`config.mk`:
```
export PLATFORM = sky130hd
export DESIGN_NAME = clk_div_multi
export DESIGN_NICKNAME = d
export VERILOG_FILES = /design/src/rtl/clk_div_multi.sv
export SDC_FILE = /design/constraint.sdc
export NUM_CORES = 1
export LEC_CHECK = 0
export ABC_CLOCK_PERIOD_IN_PS = 4900
export CORE_MARGIN = 2
export CORE_UTILIZATION = 45
export DETAILED_ROUTE_END_ITERATION = 6
export PLACE_DENSITY_LB_ADDON = 0.1
export SYNTH_ARGS = -nofsm -noshare
export SYNTH_HDL_FRONTEND = slang
export SYNTH_SLANG_ARGS = --single-unit
```
`constraint.sdc`:
```
create_clock -name clk_in -period 4.9 [get_ports clk_in]
set_input_delay 0.98 -clock clk_in [delete_from_list [all_inputs] [get_ports clk_in]]
set_output_delay 0.98 -clock clk_in [all_outputs]
set_load 0.005 [all_outputs]
```
`src/rtl/clk_div_multi.sv`:
```
// Multi-channel programmable clock divider: each channel emits a divided
// waveform plus a one-cycle tick, with divisor updates deferred to a wrap.
module clk_div_multi #(
  parameter int NUM_CH      = 3,
  parameter int CNT_W       = 17,
  parameter int DEFAULT_DIV = 100000
) (
  input  logic              clk_in,
  input  logic              rst_n,
  input  logic [NUM_CH-1:0] en,
  input  logic              div_wr,
  input  logic [2:0]        div_sel,
  input  logic [CNT_W-1:0]  div_val,
  output logic [NUM_CH-1:0] clk_out,
  output logic [NUM_CH-1:0] tick,
  output logic [NUM_CH-1:0] div_pending
);

  localparam logic [CNT_W-1:0] DEF_DIV = CNT_W'(DEFAULT_DIV);
  localparam logic [CNT_W-1:0] ONE     = CNT_W'(1);

  logic [CNT_W-1:0]  cnt_q  [NUM_CH];
  logic [CNT_W-1:0]  cnt_d  [NUM_CH];
  logic [CNT_W-1:0]  act_q  [NUM_CH];
  logic [CNT_W-1:0]  act_d  [NUM_CH];
  logic [CNT_W-1:0]  pend_q [NUM_CH];
  logic [CNT_W-1:0]  pend_d [NUM_CH];
  logic [NUM_CH-1:0] pv_q, pv_d;
  logic [NUM_CH-1:0] clk_q, clk_d;
  logic [NUM_CH-1:0] tick_q, tick_d;
  logic              wr_ok;

  assign wr_ok = div_wr && (32'(div_sel) < NUM_CH) && (div_val >= CNT_W'(2));

  always_comb begin
    for (int i = 0; i < NUM_CH; i++) begin
      // NOTE: every combinational output gets a default first so no path leaves it unassigned (no latch).
      cnt_d[i]  = cnt_q[i];
      act_d[i]  = act_q[i];
      pend_d[i] = pend_q[i];
      pv_d[i]   = pv_q[i];
      tick_d[i] = 1'b0;
      if (en[i]) begin
        if (cnt_q[i] == act_q[i] - ONE) begin
          cnt_d[i]  = '0;
          tick_d[i] = 1'b1;
          if (pv_q[i]) begin
            act_d[i] = pend_q[i];
            pv_d[i]  = 1'b0;
          end
        end else begin
          cnt_d[i] = cnt_q[i] + ONE;
        end
      end
      // A write landing on the wrap edge is captured after the old pending value is consumed.
      if (wr_ok && (div_sel == 3'(i))) begin
        pend_d[i] = div_val;
        pv_d[i]   = 1'b1;
      end
      clk_d[i] = (cnt_d[i] < (act_d[i] >> 1));
    end
  end

  always_ff @(posedge clk_in or negedge rst_n) begin
    if (!rst_n) begin
      // NOTE: sequential state uses non-blocking assignments so all channels update from the same old values.
      for (int i = 0; i < NUM_CH; i++) begin
        cnt_q[i]  <= DEF_DIV - ONE;
        act_q[i]  <= DEF_DIV;
        pend_q[i] <= DEF_DIV;
      end
      pv_q   <= '0;
      clk_q  <= '0;
      tick_q <= '0;
    end else begin
      for (int i = 0; i < NUM_CH; i++) begin
        cnt_q[i]  <= cnt_d[i];
        act_q[i]  <= act_d[i];
        pend_q[i] <= pend_d[i];
      end
      pv_q   <= pv_d;
      clk_q  <= clk_d;
      tick_q <= tick_d;
    end
  end

  assign clk_out     = clk_q;
  assign tick        = tick_q;
  assign div_pending = pv_q;

endmodule

```
==> run_summary.xml <==
<?xml version="1.0" encoding="UTF-8"?>
<metrics>
  <group name="run_status">
    <metric name="outcome" unit="">finished, final reports clean</metric>
  </group>
  <group name="floorplan">
    <metric name="placement_rows" unit="">54</metric>
    <metric name="ioPinCount" unit="">35</metric>
    <metric name="die_w" unit="um">152</metric>
    <metric name="design.die.area" unit="um^2">23100</metric>
    <metric name="die_height" unit="um">152</metric>
    <metric name="initial_utilization" unit="%">45.5</metric>
    <metric name="placeableCoreArea" unit="um^2">21600</metric>
  </group>
  <group name="clocking">
    <metric name="cts.hold.buffers_added" unit="">0</metric>
    <metric name="h-tree-depth" unit="">4</metric>
    <metric name="tritoncts" unit="">yes</metric>
    <metric name="clk_latency" unit="ns">0.43</metric>
    <metric name="clockRootBuffer" unit="">sky130_fd_sc_hd__clkbuf_16</metric>
    <metric name="numClockSinks" unit="">162</metric>
    <metric name="clock_tree.buffer_depth" unit="">2</metric>
    <metric name="cts.reportedPaths.clkPinSlew" unit="ns">0.07</metric>
    <metric name="cts-buffers-inserted" unit="">17</metric>
  </group>
  <group name="logic_synthesis">
    <metric name="ys_async_sr_fraction" unit="%">100</metric>
    <metric name="distinct_cell_type_count_after_synthesis" unit="">66</metric>
    <metric name="most_frequently_used_flop_master_after_synthesis" unit="">sky130_fd_sc_hd__dfrtp_1</metric>
    <metric name="synthesis.area" unit="um^2">9850</metric>
    <metric name="synth_seq_cells" unit="">162</metric>
    <metric name="synth.net_count" unit="">1010</metric>
    <metric name="synth-seq-area-share" unit="%">42.0</metric>
    <metric name="syn-instance-count" unit="">933</metric>
    <metric name="synth-edff-count" unit="">0</metric>
    <metric name="yosys_warnings" unit="">0</metric>
    <metric name="synthesis.area_per_instance" unit="um^2">10.6</metric>
  </group>
  <group name="pwr">
    <metric name="leakagePower" unit="nW">5.40</metric>
    <metric name="power.ir.vdd_worst" unit="uV">226</metric>
    <metric name="power.density" unit="nW/um^2">354</metric>
  </group>
  <group name="layout">
    <metric name="flow.area_growth_from_synthesis" unit="%">15.7</metric>
    <metric name="final_layout_size_suffix_gt1_share" unit="%">24.6</metric>
    <metric name="core_util_final" unit="%">52.7</metric>
    <metric name="nets" unit="">1060</metric>
    <metric name="mostFrequentLayoutCell" unit="">sky130_fd_sc_hd__dfrtp_1</metric>
    <metric name="most_frequent_cells_in_the_layout" unit="">96 x sky130_fd_sc_hd__dfrtp_1, 80 x sky130_fd_sc_hd__mux2_2, 68 x sky130_fd_sc_hd__nor2_1</metric>
    <metric name="n_antenna_cell" unit="">0</metric>
  </group>
  <group name="global_routing">
    <metric name="globalRouteTotalUtil" unit="%">21.6</metric>
    <metric name="global_route.overflow_total" unit="">0</metric>
    <metric name="first_pass_grt_wire_length" unit="um">39800</metric>
    <metric name="grt_antenna_before_repair" unit="">0</metric>
    <metric name="maximum_number_of_pins_on_one_net_before_global_route_repair" unit="">83</metric>
    <metric name="grt_pass1_vias" unit="">7221</metric>
  </group>
  <group name="sta">
    <metric name="worst-slew-pin-transition" unit="ns">0.926</metric>
    <metric name="clock_skew" unit="ns">0.00625</metric>
    <metric name="max_clock_freq" unit="MHz">212</metric>
    <metric name="layout_min_cycle_time" unit="ns">4.73</metric>
    <metric name="setup-tns-final" unit="ns">0</metric>
    <metric name="report.final.hold_viol_count" unit="">0</metric>
    <metric name="timing.final.crit_share" unit="%">96.4</metric>
    <metric name="slew_headroom" unit="%">38.1</metric>
    <metric name="slew_violations" unit="">0</metric>
    <metric name="setup-violations-final" unit="">0</metric>
  </group>
  <group name="route">
    <metric name="detail-route-antenna-nets" unit="">0</metric>
    <metric name="drt_iter0_drc" unit="">466</metric>
    <metric name="firstDrtPassIters" unit="">5</metric>
    <metric name="vias_per_cell" unit="">5.63</metric>
    <metric name="via_count" unit="">7184</metric>
    <metric name="total_wire_length_after_detailed_routing" unit="um">24300</metric>
    <metric name="drcViolationCount" unit="">0</metric>
    <metric name="wl_per_cell" unit="um">19.1</metric>
  </group>
  <group name="worst_setup_path">
    <metric name="cp_common_cell" unit="">sky130_fd_sc_hd__o21a_1</metric>
    <metric name="path_class" unit="">register to register</metric>
    <metric name="cpLargestDelayFamily" unit="">simple AND/OR/NAND/NOR gates</metric>
    <metric name="crit_fanout" unit="">10</metric>
    <metric name="worst_path_max_delay_cell" unit="">sky130_fd_sc_hd__or4_4</metric>
    <metric name="worst-r2r-cell-count" unit="">16</metric>
    <metric name="worst_ep_arrival_time" unit="ns">5.05</metric>
    <metric name="crit_path_max_incr_delay" unit="ns">0.63</metric>
    <metric name="cp.depth" unit="">16</metric>
    <metric name="cell_chain_of_the_critical_path" unit="">inv_2 &gt; ha_4 &gt; or4b_4 &gt; or4_1 &gt; a211o_1 &gt; a21o_1 &gt; or4_4 &gt; buf_4 &gt; mux2_2 &gt; inv_1 &gt; ha_1 &gt; nand4_1 &gt; or3_4 &gt; o21a_1 &gt; o221a_2 &gt; o21a_1</metric>
    <metric name="timing.critical_path.to" unit="">clk_out[1]$_DFF_PN0_</metric>
    <metric name="crit-reg2reg-launch" unit="">act_q[17]$_DFFE_PN0P_</metric>
    <metric name="critical_r2r_capture" unit="">clk_out[1]$_DFF_PN0_</metric>
    <metric name="worst_setup_path_startpoint" unit="">act_q[17]$_DFFE_PN0P_</metric>
    <metric name="cp.buffers_inverters" unit="">3</metric>
    <metric name="cp_data_required_time" unit="ns">5.22</metric>
    <metric name="reg2reg_setup_slack" unit="ns">0.17</metric>
    <metric name="category_of_the_worst_setup_path_launch_point" unit="">register</metric>
    <metric name="worstSetupEndpointType" unit="">register</metric>
  </group>
  <group name="hold_path">
    <metric name="holdCritStartpoint" unit="">pend_q[0]$_DFFE_PN0P_</metric>
    <metric name="hold_path.class" unit="">register to register</metric>
  </group>
  <group name="placement">
    <metric name="gpl.final_weighted_congestion" unit="">0.878</metric>
    <metric name="number_of_port_buffers" unit="">34</metric>
    <metric name="dp_hpwl" unit="um">17900</metric>
  </group>
  <group name="flow_run">
    <metric name="drv.max_cap_violation_count" unit="">0</metric>
  </group>
</metrics>
## flip-flops by register name, indices dropped and copies added, names as in the netlist
name	flops
cnt_q	51
tick	3
pend_q	51
clk_out	3
act_q	51
div_pending	3
## per-stage QoR
step / worst slack (ns) / instance area, um^2 / hold WS, ns / instances / total power (W)
2_1_floorplan: 0.225 / 9850 / 0.472 / 933 / 0.00229
3_3_place_gp: 0.0800 / 10600 / 0.492 / 1242 / 0.00256
3_5_place_dp: 0.0191 / 10600 / 0.496 / 1242 / 0.00256
4_1_cts: 0.0286 / 11300 / 0.511 / 1274 / 0.00407
5_1_grt: -0.0138 / 11400 / 0.533 / 1276 / 0.00426
6_report: 0.175 / 11400 / 0.502 / 1276 / 0.00403
## routing by layer
layer	GRT usage (%)	part of all wire [%]	vias up
met5	0	0	-
met4	5.70	1.2	0
met3	2.80	2.9	26
met2	34.4	47	128
met1	31.1	49	3558
li1	-	-	3472
## cells in the mapped netlist, drive strengths merged, types with 29 or more instances
master	number	area share, %
clkbuf	29	1.1
nor2	70	2.7
inv	34	1.3
dfrtp	96	24
xor2	41	3.6
mux2i	46	4.7
ha	51	6.5
xnor2	61	5.4
mux2	95	11
o21ai	29	1.5
nand2	38	1.4
nand3	33	1.7
dfstp	66	18
## report_power, final
group / switching, W / internal, W / leakage (nW)
clock network: 0.000580 / 0.000910 / 0.314
registers: 0.000202 / 0.00158 / 1.94
logic: 0.000355 / 0.000404 / 3.14
## logic make-up (layout without fill, tap and decap cells)
family	Yosys count	count (layout)	share of synthesized area, %
AND/OR/NAND/NOR	284	284	15.6
flip-flops	162	162	42.0
multiplexers	141	141	15.6
AO/OA/AOI/OAI	119	119	8.06
XOR/XNOR	102	102	9.07
buffers and inverters	74	137	3.18
adder cells (fa/ha/maj)	51	51	6.48
## timing repair
item                                    4_1_cts  5_1_grt
endpoints found under the setup margin        1        3
gates resized for setup                       1       17
setup buffers                                 0        2
pin swaps                                     1        4
## area by class of cell
cell class	count	area, um^2
fill	1982	10200
multi-input combinational	697	5490
sequential	162	4140
timing repair buffer	71	632
clock buffer	17	425
tap	280	350
clock inverter	15	228
inverter	34	128
## worst min-delay path by stage
stage	end	slack (ns)	cells past startpoint
5_1_grt	pend_q[19]$_DFFE_PN0P_	0.53	1
3_3_place_gp	pend_q[19]$_DFFE_PN0P_	0.49	1
4_1_cts	act_q[0]$_DFFE_PN0P_	0.51	1
2_1_floorplan	act_q[20]$_DFF_PN0_	0.47	2
3_5_place_dp	act_q[0]$_DFFE_PN0P_	0.50	1
6_report	act_q[0]$_DFFE_PN0P_	0.50	1
## worst register-to-register path: stages, from the launching register on
cell                      delay [ns]
sky130_fd_sc_hd__dfrtp_1        0.41
sky130_fd_sc_hd__inv_2          0.08
sky130_fd_sc_hd__ha_4           0.15
sky130_fd_sc_hd__or4b_4         0.49
sky130_fd_sc_hd__or4_1          0.53
sky130_fd_sc_hd__a211o_1        0.29
sky130_fd_sc_hd__a21o_1         0.19
sky130_fd_sc_hd__or4_4          0.63
sky130_fd_sc_hd__buf_4          0.25
sky130_fd_sc_hd__mux2_2         0.25
sky130_fd_sc_hd__inv_1          0.04
sky130_fd_sc_hd__ha_1           0.30
sky130_fd_sc_hd__nand4_1        0.09
sky130_fd_sc_hd__or3_4          0.37
sky130_fd_sc_hd__o21a_1         0.17
sky130_fd_sc_hd__o221a_2        0.26
sky130_fd_sc_hd__o21a_1         0.10
(Power assumes the default switching activity.)
